### src/rtl/i2c_master_word_if.sv
// rtl/i2c_master_word_if.sv - control handshake and open-drain pad bundle for i2c_master_word
//
// Purpose: groups the word-level start/done control side and the SCL/SDA pad
//          signals of the I2C word master into one interface.
// Ports (signals):
//   start, rw, addr, nbytes, data_in   request and operands (to master)
//   data_out, busy, done, nack         results and status (from master)
//   scl_oe, sda_oe                     1 = pull pad low (from master)
//   scl_i, sda_i                       pad line levels (to master)
// Modports: master (the RTL block), slave (the requesting/pad side).
interface i2c_master_word_if #(
    parameter int DATA_WIDTH = 32,
    parameter int NB_WIDTH   = 3
);
    logic                  start;
    logic                  rw;
    logic [6:0]            addr;
    logic [NB_WIDTH-1:0]   nbytes;
    logic [DATA_WIDTH-1:0] data_in;
    logic [DATA_WIDTH-1:0] data_out;
    logic                  busy;
    logic                  done;
    logic                  nack;
    logic                  scl_oe;
    logic                  scl_i;
    logic                  sda_oe;
    logic                  sda_i;

    modport master (
        input  start, rw, addr, nbytes, data_in, scl_i, sda_i,
        output data_out, busy, done, nack, scl_oe, sda_oe
    );

    modport slave (
        output start, rw, addr, nbytes, data_in, scl_i, sda_i,
        input  data_out, busy, done, nack, scl_oe, sda_oe
    );
endinterface

### src/rtl/i2c_master_word.sv
// rtl/i2c_master_word.sv - I2C bus master moving 1..DATA_WIDTH/8 bytes per transaction
//
// Purpose: START, 7-bit address + R/W, data bytes with ACK/NACK checking, STOP.
// Ports:
//   clk   system clock
//   rst   asynchronous reset, active-low
//   bus   i2c_master_word_if.master: start/rw/addr/nbytes/data_in in,
//         data_out/busy/done/nack out, scl_oe/sda_oe pad pull-downs, scl_i/sda_i line levels
// Parameters: DATA_WIDTH (multiple of 8), CLK_DIV (clk cycles per SCL quarter), NB_WIDTH.
// Optional feature macro: I2C_CLK_STRETCH_EN (slave clock stretching in Q2/Q3).
module i2c_master_word #(
    parameter int DATA_WIDTH = 32,
    parameter int CLK_DIV    = 4,
    parameter int NB_WIDTH   = 3
) (
    input  logic                clk,
    input  logic                rst,
    i2c_master_word_if.master   bus
);
    localparam int BYTES = DATA_WIDTH / 8;
    localparam int QW    = (CLK_DIV > 1) ? $clog2(CLK_DIV) : 1;

    // The start cycle itself is counted as the first tick of the START slot,
    // so the accepted request lands one tick into the slot.
    localparam logic [QW-1:0] Q_INIT   = (CLK_DIV > 1) ? QW'(1) : '0;
    localparam logic [1:0]    QTR_INIT = (CLK_DIV > 1) ? 2'd0 : 2'd1;
    localparam logic [NB_WIDTH-1:0] NB_ONE = NB_WIDTH'(1);

    typedef enum logic [3:0] {
        S_IDLE, S_START, S_ADDR, S_ADDR_ACK, S_WR_BYTE,
        S_WR_ACK, S_RD_BYTE, S_RD_ACK, S_STOP
    } state_t;

    state_t                state_q, state_d;
    logic [QW-1:0]         q_cnt_q, q_cnt_d;
    logic [1:0]            quarter_q, quarter_d;
    logic [2:0]            bit_cnt_q, bit_cnt_d;
    logic [NB_WIDTH-1:0]   byte_cnt_q, byte_cnt_d;
    logic [NB_WIDTH-1:0]   nbytes_q, nbytes_d;
    logic [7:0]            addr_sh_q, addr_sh_d;
    logic                  rw_q, rw_d;
    logic [DATA_WIDTH-1:0] wr_sh_q, wr_sh_d;
    logic [DATA_WIDTH-1:0] data_out_q, data_out_d;
    logic                  ack_q, ack_d;
    logic                  nack_q, nack_d;
    logic                  done_q, done_d;

    logic                  scl_oe_c, sda_oe_c;
    logic                  hold;
    logic                  q_last;
    logic                  last_byte;
    logic [NB_WIDTH-1:0]   nb_eff;

    assign nb_eff    = (bus.nbytes == '0) ? NB_WIDTH'(BYTES) : bus.nbytes;
    assign q_last    = (q_cnt_q == QW'(CLK_DIV - 1));
    assign last_byte = ((byte_cnt_q + NB_ONE) == nbytes_q);

`ifdef I2C_CLK_STRETCH_EN
    // SCL released by us but still low: a slave is stretching the clock.
    assign hold = quarter_q[1] && !scl_oe_c && !bus.scl_i;
`else
    assign hold = 1'b0;
`endif

    always_comb begin
        state_d    = state_q;
        q_cnt_d    = q_cnt_q;
        quarter_d  = quarter_q;
        bit_cnt_d  = bit_cnt_q;
        byte_cnt_d = byte_cnt_q;
        nbytes_d   = nbytes_q;
        addr_sh_d  = addr_sh_q;
        rw_d       = rw_q;
        wr_sh_d    = wr_sh_q;
        data_out_d = data_out_q;
        ack_d      = ack_q;
        nack_d     = nack_q;
        done_d     = 1'b0;

        if (state_q == S_IDLE) begin
            q_cnt_d   = '0;
            quarter_d = 2'd0;
            // A start coinciding with the done pulse is dropped.
            if (bus.start && !done_q) begin
                state_d    = S_START;
                q_cnt_d    = Q_INIT;
                quarter_d  = QTR_INIT;
                rw_d       = bus.rw;
                addr_sh_d  = {bus.addr, bus.rw};
                nbytes_d   = nb_eff;
                // Left-justify the low nb_eff bytes so the first byte sits at the MSB.
                wr_sh_d    = bus.data_in << (DATA_WIDTH - 8 * int'(nb_eff));
                byte_cnt_d = '0;
                bit_cnt_d  = 3'd7;
                data_out_d = '0;
                nack_d     = 1'b0;
            end
        end else if (!hold) begin
            if (!q_last) begin
                q_cnt_d = q_cnt_q + QW'(1);
            end else begin
                q_cnt_d   = '0;
                quarter_d = quarter_q + 2'd1;
                if (quarter_q == 2'd2) begin
                    ack_d = bus.sda_i;
                    if (state_q == S_RD_BYTE) begin
                        data_out_d = {data_out_q[DATA_WIDTH-2:0], bus.sda_i};
                    end
                end
                if (quarter_q == 2'd3) begin
                    unique case (state_q)
                        S_START: state_d = S_ADDR;
                        S_ADDR: begin
                            addr_sh_d = {addr_sh_q[6:0], 1'b0};
                            if (bit_cnt_q == 3'd0) state_d = S_ADDR_ACK;
                            else                   bit_cnt_d = bit_cnt_q - 3'd1;
                        end
                        S_ADDR_ACK: begin
                            bit_cnt_d = 3'd7;
                            if (ack_q) begin
                                nack_d  = 1'b1;
                                state_d = S_STOP;
                            end else begin
                                state_d = rw_q ? S_RD_BYTE : S_WR_BYTE;
                            end
                        end
                        S_WR_BYTE: begin
                            wr_sh_d = {wr_sh_q[DATA_WIDTH-2:0], 1'b0};
                            if (bit_cnt_q == 3'd0) state_d = S_WR_ACK;
                            else                   bit_cnt_d = bit_cnt_q - 3'd1;
                        end
                        S_WR_ACK: begin
                            bit_cnt_d = 3'd7;
                            if (ack_q) begin
                                nack_d  = 1'b1;
                                state_d = S_STOP;
                            end else if (last_byte) begin
                                state_d = S_STOP;
                            end else begin
                                byte_cnt_d = byte_cnt_q + NB_ONE;
                                state_d    = S_WR_BYTE;
                            end
                        end
                        S_RD_BYTE: begin
                            if (bit_cnt_q == 3'd0) state_d = S_RD_ACK;
                            else                   bit_cnt_d = bit_cnt_q - 3'd1;
                        end
                        S_RD_ACK: begin
                            bit_cnt_d = 3'd7;
                            if (last_byte) begin
                                state_d = S_STOP;
                            end else begin
                                byte_cnt_d = byte_cnt_q + NB_ONE;
                                state_d    = S_RD_BYTE;
                            end
                        end
                        S_STOP: begin
                            state_d = S_IDLE;
                            done_d  = 1'b1;
                        end
                        default: state_d = S_IDLE;
                    endcase
                end
            end
        end
    end

    // Pad drive: SCL is pulled low in Q0/Q1 of every bit slot; START/STOP shape SDA around a high SCL.
    always_comb begin
        scl_oe_c = 1'b0;
        sda_oe_c = 1'b0;
        unique case (state_q)
            S_START:    sda_oe_c = quarter_q[1];
            S_ADDR: begin
                scl_oe_c = !quarter_q[1];
                sda_oe_c = !addr_sh_q[7];
            end
            S_ADDR_ACK, S_WR_ACK, S_RD_BYTE: scl_oe_c = !quarter_q[1];
            S_WR_BYTE: begin
                scl_oe_c = !quarter_q[1];
                sda_oe_c = !wr_sh_q[DATA_WIDTH-1];
            end
            S_RD_ACK: begin
                scl_oe_c = !quarter_q[1];
                sda_oe_c = !last_byte;
            end
            S_STOP: begin
                scl_oe_c = !quarter_q[1];
                sda_oe_c = (quarter_q != 2'd3);
            end
            default: ;
        endcase
    end

    always_ff @(posedge clk or negedge rst) begin
        if (!rst) begin
            state_q    <= S_IDLE;
            q_cnt_q    <= '0;
            quarter_q  <= 2'd0;
            bit_cnt_q  <= 3'd0;
            byte_cnt_q <= '0;
            nbytes_q   <= '0;
            addr_sh_q  <= 8'd0;
            rw_q       <= 1'b0;
            wr_sh_q    <= '0;
            data_out_q <= '0;
            ack_q      <= 1'b0;
            nack_q     <= 1'b0;
            done_q     <= 1'b0;
        end else begin
            state_q    <= state_d;
            q_cnt_q    <= q_cnt_d;
            quarter_q  <= quarter_d;
            bit_cnt_q  <= bit_cnt_d;
            byte_cnt_q <= byte_cnt_d;
            nbytes_q   <= nbytes_d;
            addr_sh_q  <= addr_sh_d;
            rw_q       <= rw_d;
            wr_sh_q    <= wr_sh_d;
            data_out_q <= data_out_d;
            ack_q      <= ack_d;
            nack_q     <= nack_d;
            done_q     <= done_d;
        end
    end

    assign bus.scl_oe   = scl_oe_c;
    assign bus.sda_oe   = sda_oe_c;
    assign bus.busy     = (state_q != S_IDLE);
    assign bus.done     = done_q;
    assign bus.nack     = nack_q;
    assign bus.data_out = data_out_q;
endmodule
### src/flat_wrapper.sv
// flat-port wrapper written by rule: the top's interface ports become plain ports
module i2c_master_word_flat 
#(
    parameter int DATA_WIDTH = 32,
    parameter int CLK_DIV    = 4,
    parameter int NB_WIDTH   = 3
)
  (clk, rst, bus_start, bus_rw, bus_addr, bus_nbytes, bus_data_in, bus_scl_i, bus_sda_i, bus_data_out, bus_busy, bus_done, bus_nack, bus_scl_oe, bus_sda_oe);
  i2c_master_word_if #(.DATA_WIDTH(DATA_WIDTH), .NB_WIDTH(NB_WIDTH)) bus_i ();
  input  logic clk;
  input  logic rst;
  input wire logic [$bits(bus_i.start)-1:0] bus_start;
  input wire logic [$bits(bus_i.rw)-1:0] bus_rw;
  input wire logic [$bits(bus_i.addr)-1:0] bus_addr;
  input wire logic [$bits(bus_i.nbytes)-1:0] bus_nbytes;
  input wire logic [$bits(bus_i.data_in)-1:0] bus_data_in;
  input wire logic [$bits(bus_i.scl_i)-1:0] bus_scl_i;
  input wire logic [$bits(bus_i.sda_i)-1:0] bus_sda_i;
  output wire logic [$bits(bus_i.data_out)-1:0] bus_data_out;
  output wire logic [$bits(bus_i.busy)-1:0] bus_busy;
  output wire logic [$bits(bus_i.done)-1:0] bus_done;
  output wire logic [$bits(bus_i.nack)-1:0] bus_nack;
  output wire logic [$bits(bus_i.scl_oe)-1:0] bus_scl_oe;
  output wire logic [$bits(bus_i.sda_oe)-1:0] bus_sda_oe;
  assign bus_i.start = bus_start;
  assign bus_i.rw = bus_rw;
  assign bus_i.addr = bus_addr;
  assign bus_i.nbytes = bus_nbytes;
  assign bus_i.data_in = bus_data_in;
  assign bus_i.scl_i = bus_scl_i;
  assign bus_i.sda_i = bus_sda_i;
  assign bus_data_out = bus_i.data_out;
  assign bus_busy = bus_i.busy;
  assign bus_done = bus_i.done;
  assign bus_nack = bus_i.nack;
  assign bus_scl_oe = bus_i.scl_oe;
  assign bus_sda_oe = bus_i.sda_oe;
  i2c_master_word #(.DATA_WIDTH(DATA_WIDTH), .CLK_DIV(CLK_DIV), .NB_WIDTH(NB_WIDTH)) u_core (.clk(clk), .rst(rst), .bus(bus_i));
endmodule
### config.mk
export PLATFORM = sky130hd
export DESIGN_NAME = i2c_master_word_flat
export DESIGN_NICKNAME = d
export VERILOG_FILES = /design/src/rtl/i2c_master_word_if.sv /design/src/rtl/i2c_master_word.sv /design/src/flat_wrapper.sv
export SDC_FILE = /design/constraint.sdc
export NUM_CORES = 1
export LEC_CHECK = 0
export CAP_MARGIN = 20
export CORE_ASPECT_RATIO = 0.7
export CORE_MARGIN = 2
export CORE_UTILIZATION = 39
export CTS_CLUSTER_DIAMETER = 150
export DETAILED_ROUTE_END_ITERATION = 12
export PLACE_DENSITY = 0.74
export SETUP_SLACK_MARGIN = 0.02
export SLEW_MARGIN = 30
export SYNTH_ARGS = -nofsm -noshare
export SYNTH_HDL_FRONTEND = slang
export SYNTH_SLANG_ARGS = --single-unit
### constraint.sdc
create_clock -name clk -period 2.3 [get_ports clk]
set_clock_uncertainty 0.1 [all_clocks]
set_input_delay 0.69 -clock clk [delete_from_list [all_inputs] [get_ports clk]]
set_output_delay 0.69 -clock clk [all_outputs]
set_load 0.02 [all_outputs]
Word-level counts from Yosys, hierarchy flattened
Index checks and enable logic that the tools add are counted.
{ "op_classes": {"add_sub_neg": 5, "eq_ne": 19, "shift": 1, "mux": 59, "bitwise_logic": 1, "n_reduce_logical": 33} }
{ "op_table": {"columns": ["op", "n"], "rows": [
  ["32-bit two-way mux", 10],
  ["4-bit two-way mux", 11],
  ["8-bit two-way mux", 5],
  ["3-bit two-way mux", 12],
  ["32-bit by 32-bit << shifter with 32-bit output", 1],
  ["4-bit one-hot mux with 7 select lines", 1],
  ["4-bit by 3-bit equality test with 1-bit output, second input constant", 4],
  ["2-bit nonzero test", 8],
  ["5-bit AND reduction", 3],
  ["1-bit two-way mux", 12],
  ["3-bit one-hot mux with 2 select lines", 2],
  ["4-bit AND reduction", 3],
  ["2-bit two-way mux", 5],
  ["4-bit by 2-bit equality test with 1-bit output, second input constant", 2],
  ["7-bit OR reduction", 1],
  ["6-bit by 6-bit subtractor with 7-bit output, first input constant", 1],
  ["2-bit equality test, second input constant", 3],
  ["3-bit zero test", 2],
  ["3-bit by 1-bit != test with 1-bit output, second input constant", 2],
  ["3-bit by 2-bit != test with 1-bit output, second input constant", 2],
  ["6-bit AND reduction", 1],
  ["3-bit nonzero test", 2],
  ["3-bit OR reduction", 2],
  ["1-bit zero test", 5],
  ["16 further kinds", 18]
]} }
{ "word_totals": {"regBits": 93, "input_bits": 48, "output_inout_bits": 37} }

Logic depth before layout (Yosys ltp)
{ "logic_depth": {"depth_word": 8, "mapped_depth": 11, "depth_no_buf": 9} }

Worst setup path after synthesis
Ideal clock, no wire load.
{ "synth_timing": {"path_type": "in2reg", "start": "in bus_nbytes[0]", "end": "reg u_core.wr_sh_q[1]", "setup_ps": 77, "arrival_ps": 2803, "required_time_ps": 2123, "setup_slack_ps": -681, "stages": 11, "n_path_buf": 2, "cell_sequence": "clkbuf_1 > inv_1 > ha_1 > or2_2 > ha_1 > nand2b_1 > nor3_2 > and2_1 > clkbuf_1 > a22oi_1 > a21oi_1"} }
{ "synth_between": {"elab_chain_len": 6} }
{ "synth_rtl": {"columns": ["element", "line_no", "text"], "rows": [
  ["start, declared", "flat_wrapper.sv:15", "input wire logic [$bits(bus_i.nbytes)-1:0] bus_nbytes;"],
  ["3-bit zero test", "i2c_master_word.sv:54", "assign nb_eff = (bus.nbytes == '0) ? NB_WIDTH'(BYTES) : bus.nbytes;"],
  ["3-bit two-way mux", "i2c_master_word.sv:54", null],
  ["via u_core.nb_eff[2]", "i2c_master_word.sv:52", "logic [NB_WIDTH-1:0] nb_eff;"],
  ["6-bit by 6-bit subtractor with 7-bit output", "i2c_master_word.sv:92", "wr_sh_d = bus.data_in << (DATA_WIDTH - 8 * int'(nb_eff));"],
  ["32-bit by 32-bit << shifter with 32-bit output", "i2c_master_word.sv:92", null],
  ["32-bit two-way mux", "i2c_master_word.sv:84", "if (bus.start && !done_q) begin"],
  ["32-bit two-way mux", "i2c_master_word.sv:80", "if (state_q == S_IDLE) begin"],
  ["end signal, assigned", "i2c_master_word.sv:219", "wr_sh_q <= wr_sh_d;"],
  ["end, declared", "i2c_master_word.sv:42", "logic [DATA_WIDTH-1:0] wr_sh_q, wr_sh_d;"]
]} }
The timed path passes the listed nets, and every way through them passes these cells. The select of a mux whose other input is x is not followed.
A chain may end at the register's enable or synchronous reset.

Final worst setup path
{ "layout_timing": {"start": "reg u_core.byte_cnt_q[1]", "end": "out bus_sda_oe"} }
{ "layout_between": {"elab_chain_len": 4} }
{ "layout_rtl": {"columns": ["element", "line_no", "text"], "rows": [
  ["start, declared", "i2c_master_word.sv:38", "logic [NB_WIDTH-1:0] byte_cnt_q, byte_cnt_d;"],
  ["start signal, assigned", "i2c_master_word.sv:215", "byte_cnt_q <= byte_cnt_d;"],
  ["3-bit by 1-bit adder with 3-bit output", "i2c_master_word.sv:56", "assign last_byte = ((byte_cnt_q + NB_ONE) == nbytes_q);"],
  ["3-bit equality test", "i2c_master_word.sv:56", null],
  ["1-bit zero test", "i2c_master_word.sv:185", "sda_oe_c = !last_byte;"],
  ["1-bit one-hot mux with 5 select lines", "i2c_master_word.sv:172", "unique case (state_q)"],
  ["end, declared", "flat_wrapper.sv:24", "output wire logic [$bits(bus_i.sda_oe)-1:0] bus_sda_oe;"]
]} }
Every way passes these cells.

==> reports/results.ini <==
[critical_path]
rr_worst_depth = 11
cp_max_fo = 2
crit_path_start = u_core.byte_cnt_q[1]
critPathTopFamily = flip-flops
crit_slowest_cell = dfrtp_1
worstPathArrival_ns = 1.99
crit_type = reg2out
cp-end-kind = output port
crit_path_max_incr_delay_ns = 0.41
cp-endpoint = bus_sda_oe
cp.depth = 6
timing.rr.end = u_core.wr_sh_q[29]
cp-start-kind = register
r2r-start = u_core.state_q[0]
crit_chain = ha_4 > xor2_1 > nor3_2 > nor2_2 > a211o_1 > buf_2
required_ns = 1.51
worst-r2r-setup-slack_ns = -0.07
critPathBufInv = 1

[detailed_routing]
wl_per_cell_microns = 18.0
drc = 0
wl_microns = 15100
via_per_inst = 5.64
drt_iter0_drc = 406
final_antenna_net_count = 0
detailroute.via_count = 4747
drtPass1Iterations = 7

[clocking]
cts_made_buffers = 9
root_buffer = clkbuf_16
cts_sinks = 93
clk_path_buf_depth = 2
clkTransAtPathRegs_ns = 0.07
ctsHtreeMaxLevel = 3
postCtsHoldBufs = 0
clkLatencyLatePin_ns = 0.35
tritoncts = done

[global_route]
grt_max_degree = 45
grt_pass1_wl_microns = 23100
overflow = 0
grt_pass1_vias = 4523
antenna_found_initial = 0
grtUsageTotal_pct = 22.8

[synth]
syn_area_sq_mm = 0.00477
seq_area_frac_synth_pct = 48.8
synth.distinct_cells = 47
synth-async-reset-ratio_pct = 100
yosys.area.top_type = dfrtp_1
avgSynthCellArea_sq_um = 8.87
synth.top_cell.area_share_pct = 48.8
synthCells = 537
synthesis.nets = 593
synth-edff-count = 0
synth-seq-cells = 93
synth-main-ff-cell = dfrtp_1
synth-warning-count = 0
synthTopCellsByArea = dfrtp_1 (49%), nand2_1 (9.5%), mux2i_1 (3.6%)

[layout]
multiInputGateArea_sq_mm = 0.00277
layout_common_cells = nand2_1 (108), dfrtp_1 (93), clkdlybuf4s50_1 (75), buf_4 (57), nand3_1 (32)
area_delta_synth_final_pct = 55.1
diodes = 0
layout_commonest_cell = nand2_1
drive_above_1_share_pct = 32.4
stdcell_area_sq_mm = 0.00739
nFillCells = 911
ff_latch_area_sq_mm = 0.00233
nNetsFinal = 736
fin_cells = 842

[power]
vdd_drop_max_mv = 0.664
power_density_mw_per_mm2 = 1160
p_total_mw = 8.56
power.leakage_nw = 3.28

[sta]
whs_ns = 0.145
fmax_mhz = 359
fin_crit_sh_pct = 121
worstMarginPinSlew_ns = 0.441
maxSlewViolCount = 0
rsz0062_at_grt = true
layout_min_cycle_time_ns = 2.78
slew_headroom_pct = 70.6
finalSetupViolations = 25
hold_violations = 0
fin_ws_ns = -0.485

[job]
drv_cap = 0

[placed_design]
port_buffers = 83
dp_hpwl_microns = 9530
pre_cts_ws_ns = -0.620
gp_congestion = 0.901
dp_cells = 797
place_area_sq_mm = 0.00631

[floorplanning]
row_count = 33
die_area_sq_mm = 0.0131
die_y_microns = 96.5
start_util_pct = 40.4
die_w_microns = 136
coreArea_sq_mm = 0.0118
io_pins = 85

[run_status]
status = finished, violations left
violations = negative setup slack

[worst_hold_path]
hold_path.class = in2async

per-stage QoR:
| step | TNS [ns] | utilization (%) |
|---|---|---|
| 2_1_floorplan | -3.31 | - |
| 3_3_place_gp | -19.26 | 53.4 |
| 3_5_place_dp | -22.69 | 53.4 |
| 4_1_cts | -1.06 | 59.6 |
| 5_1_grt | -4.56 | 62.6 |
| 6_report | -1.60 | 62.6 |
logic make-up after synthesis:
kind of cell | count (synthesis) | share of synthesized area (%)
flops | 93 | 48.8
xor+xnor | 5 | 1.23
mux | 28 | 6.25
buf+inv | 55 | 4.67
simple gates | 231 | 21.6
fa+ha+maj | 8 | 2.10
compound gates | 117 | 15.3
flip-flops by register name (all words and copies together), names as in the netlist:
| signal | flops |
|---|---|
| u_core.rw_q | 1 |
| u_core.addr_sh_q | 8 |
| u_core.byte_cnt_q | 3 |
| u_core.ack_q | 1 |
| u_core.bus.data_out | 32 |
| u_core.wr_sh_q | 32 |
| u_core.nbytes_q | 3 |
| u_core.state_q | 4 |
| u_core.q_cnt_q | 2 |
| u_core.bus.nack | 1 |
| u_core.bit_cnt_q | 3 |
| u_core.quarter_q | 2 |
| u_core.bus.done | 1 |
synth_stat cells, drive strengths merged, types with 11 or more instances:
cell type and count:
nand2 120, nor2 43, a21oi 28, mux2i 17
a22oi 19, clkbuf 29, nand3 33, o21ai 37
mux2 11, dfrtp 93, inv 15
area by class of cell:
class	count	share of cell area, %
timing repair buffer	169	23.5
sequential	93	31.5
clock inverter	4	0.745
clock buffer	12	3.33
tap	157	2.66
inverter	16	0.863
multi-input combinational	391	37.5
what timing repair did:
action,CTS,global route
setup buffers,15,10
pin swaps,12,21
cloned,7,1
setup endpoints to repair,40,87
gates resized for setup,71,94
per-layer routing:
metal	share of wire [%]	GRT usage (%)	vias to the layer above
met2	45	35.7	195
li1	-	-	2156
met1	45	31.8	2372
met4	1.5	4.51	0
met3	8.5	6.42	24
met5	0	0	-
power breakdown:
| part | switching (mW) | leakage, nW | internal [mW] |
|---|---|---|---|
| registers | 0.487 | 1.19 | 2.17 |
| clock network | 0.652 | 0.144 | 0.882 |
| logic | 2.28 | 1.94 | 2.09 |
how the worst min path moves through the flow:
stage               cells after the start                     end                start
floorplan                               0            u_core.ack_q                  rst
global placement                        1     u_core.bit_cnt_q[0]  u_core.bit_cnt_q[0]
detailed placement                      1     u_core.bit_cnt_q[0]  u_core.bit_cnt_q[0]
CTS                                     1  u_core.bus.data_out[3]                  rst
global route                            1  u_core.bus.data_out[3]                  rst
finish                                  1  u_core.bus.data_out[3]                  rst
Power figures use the tool's default switching activity.
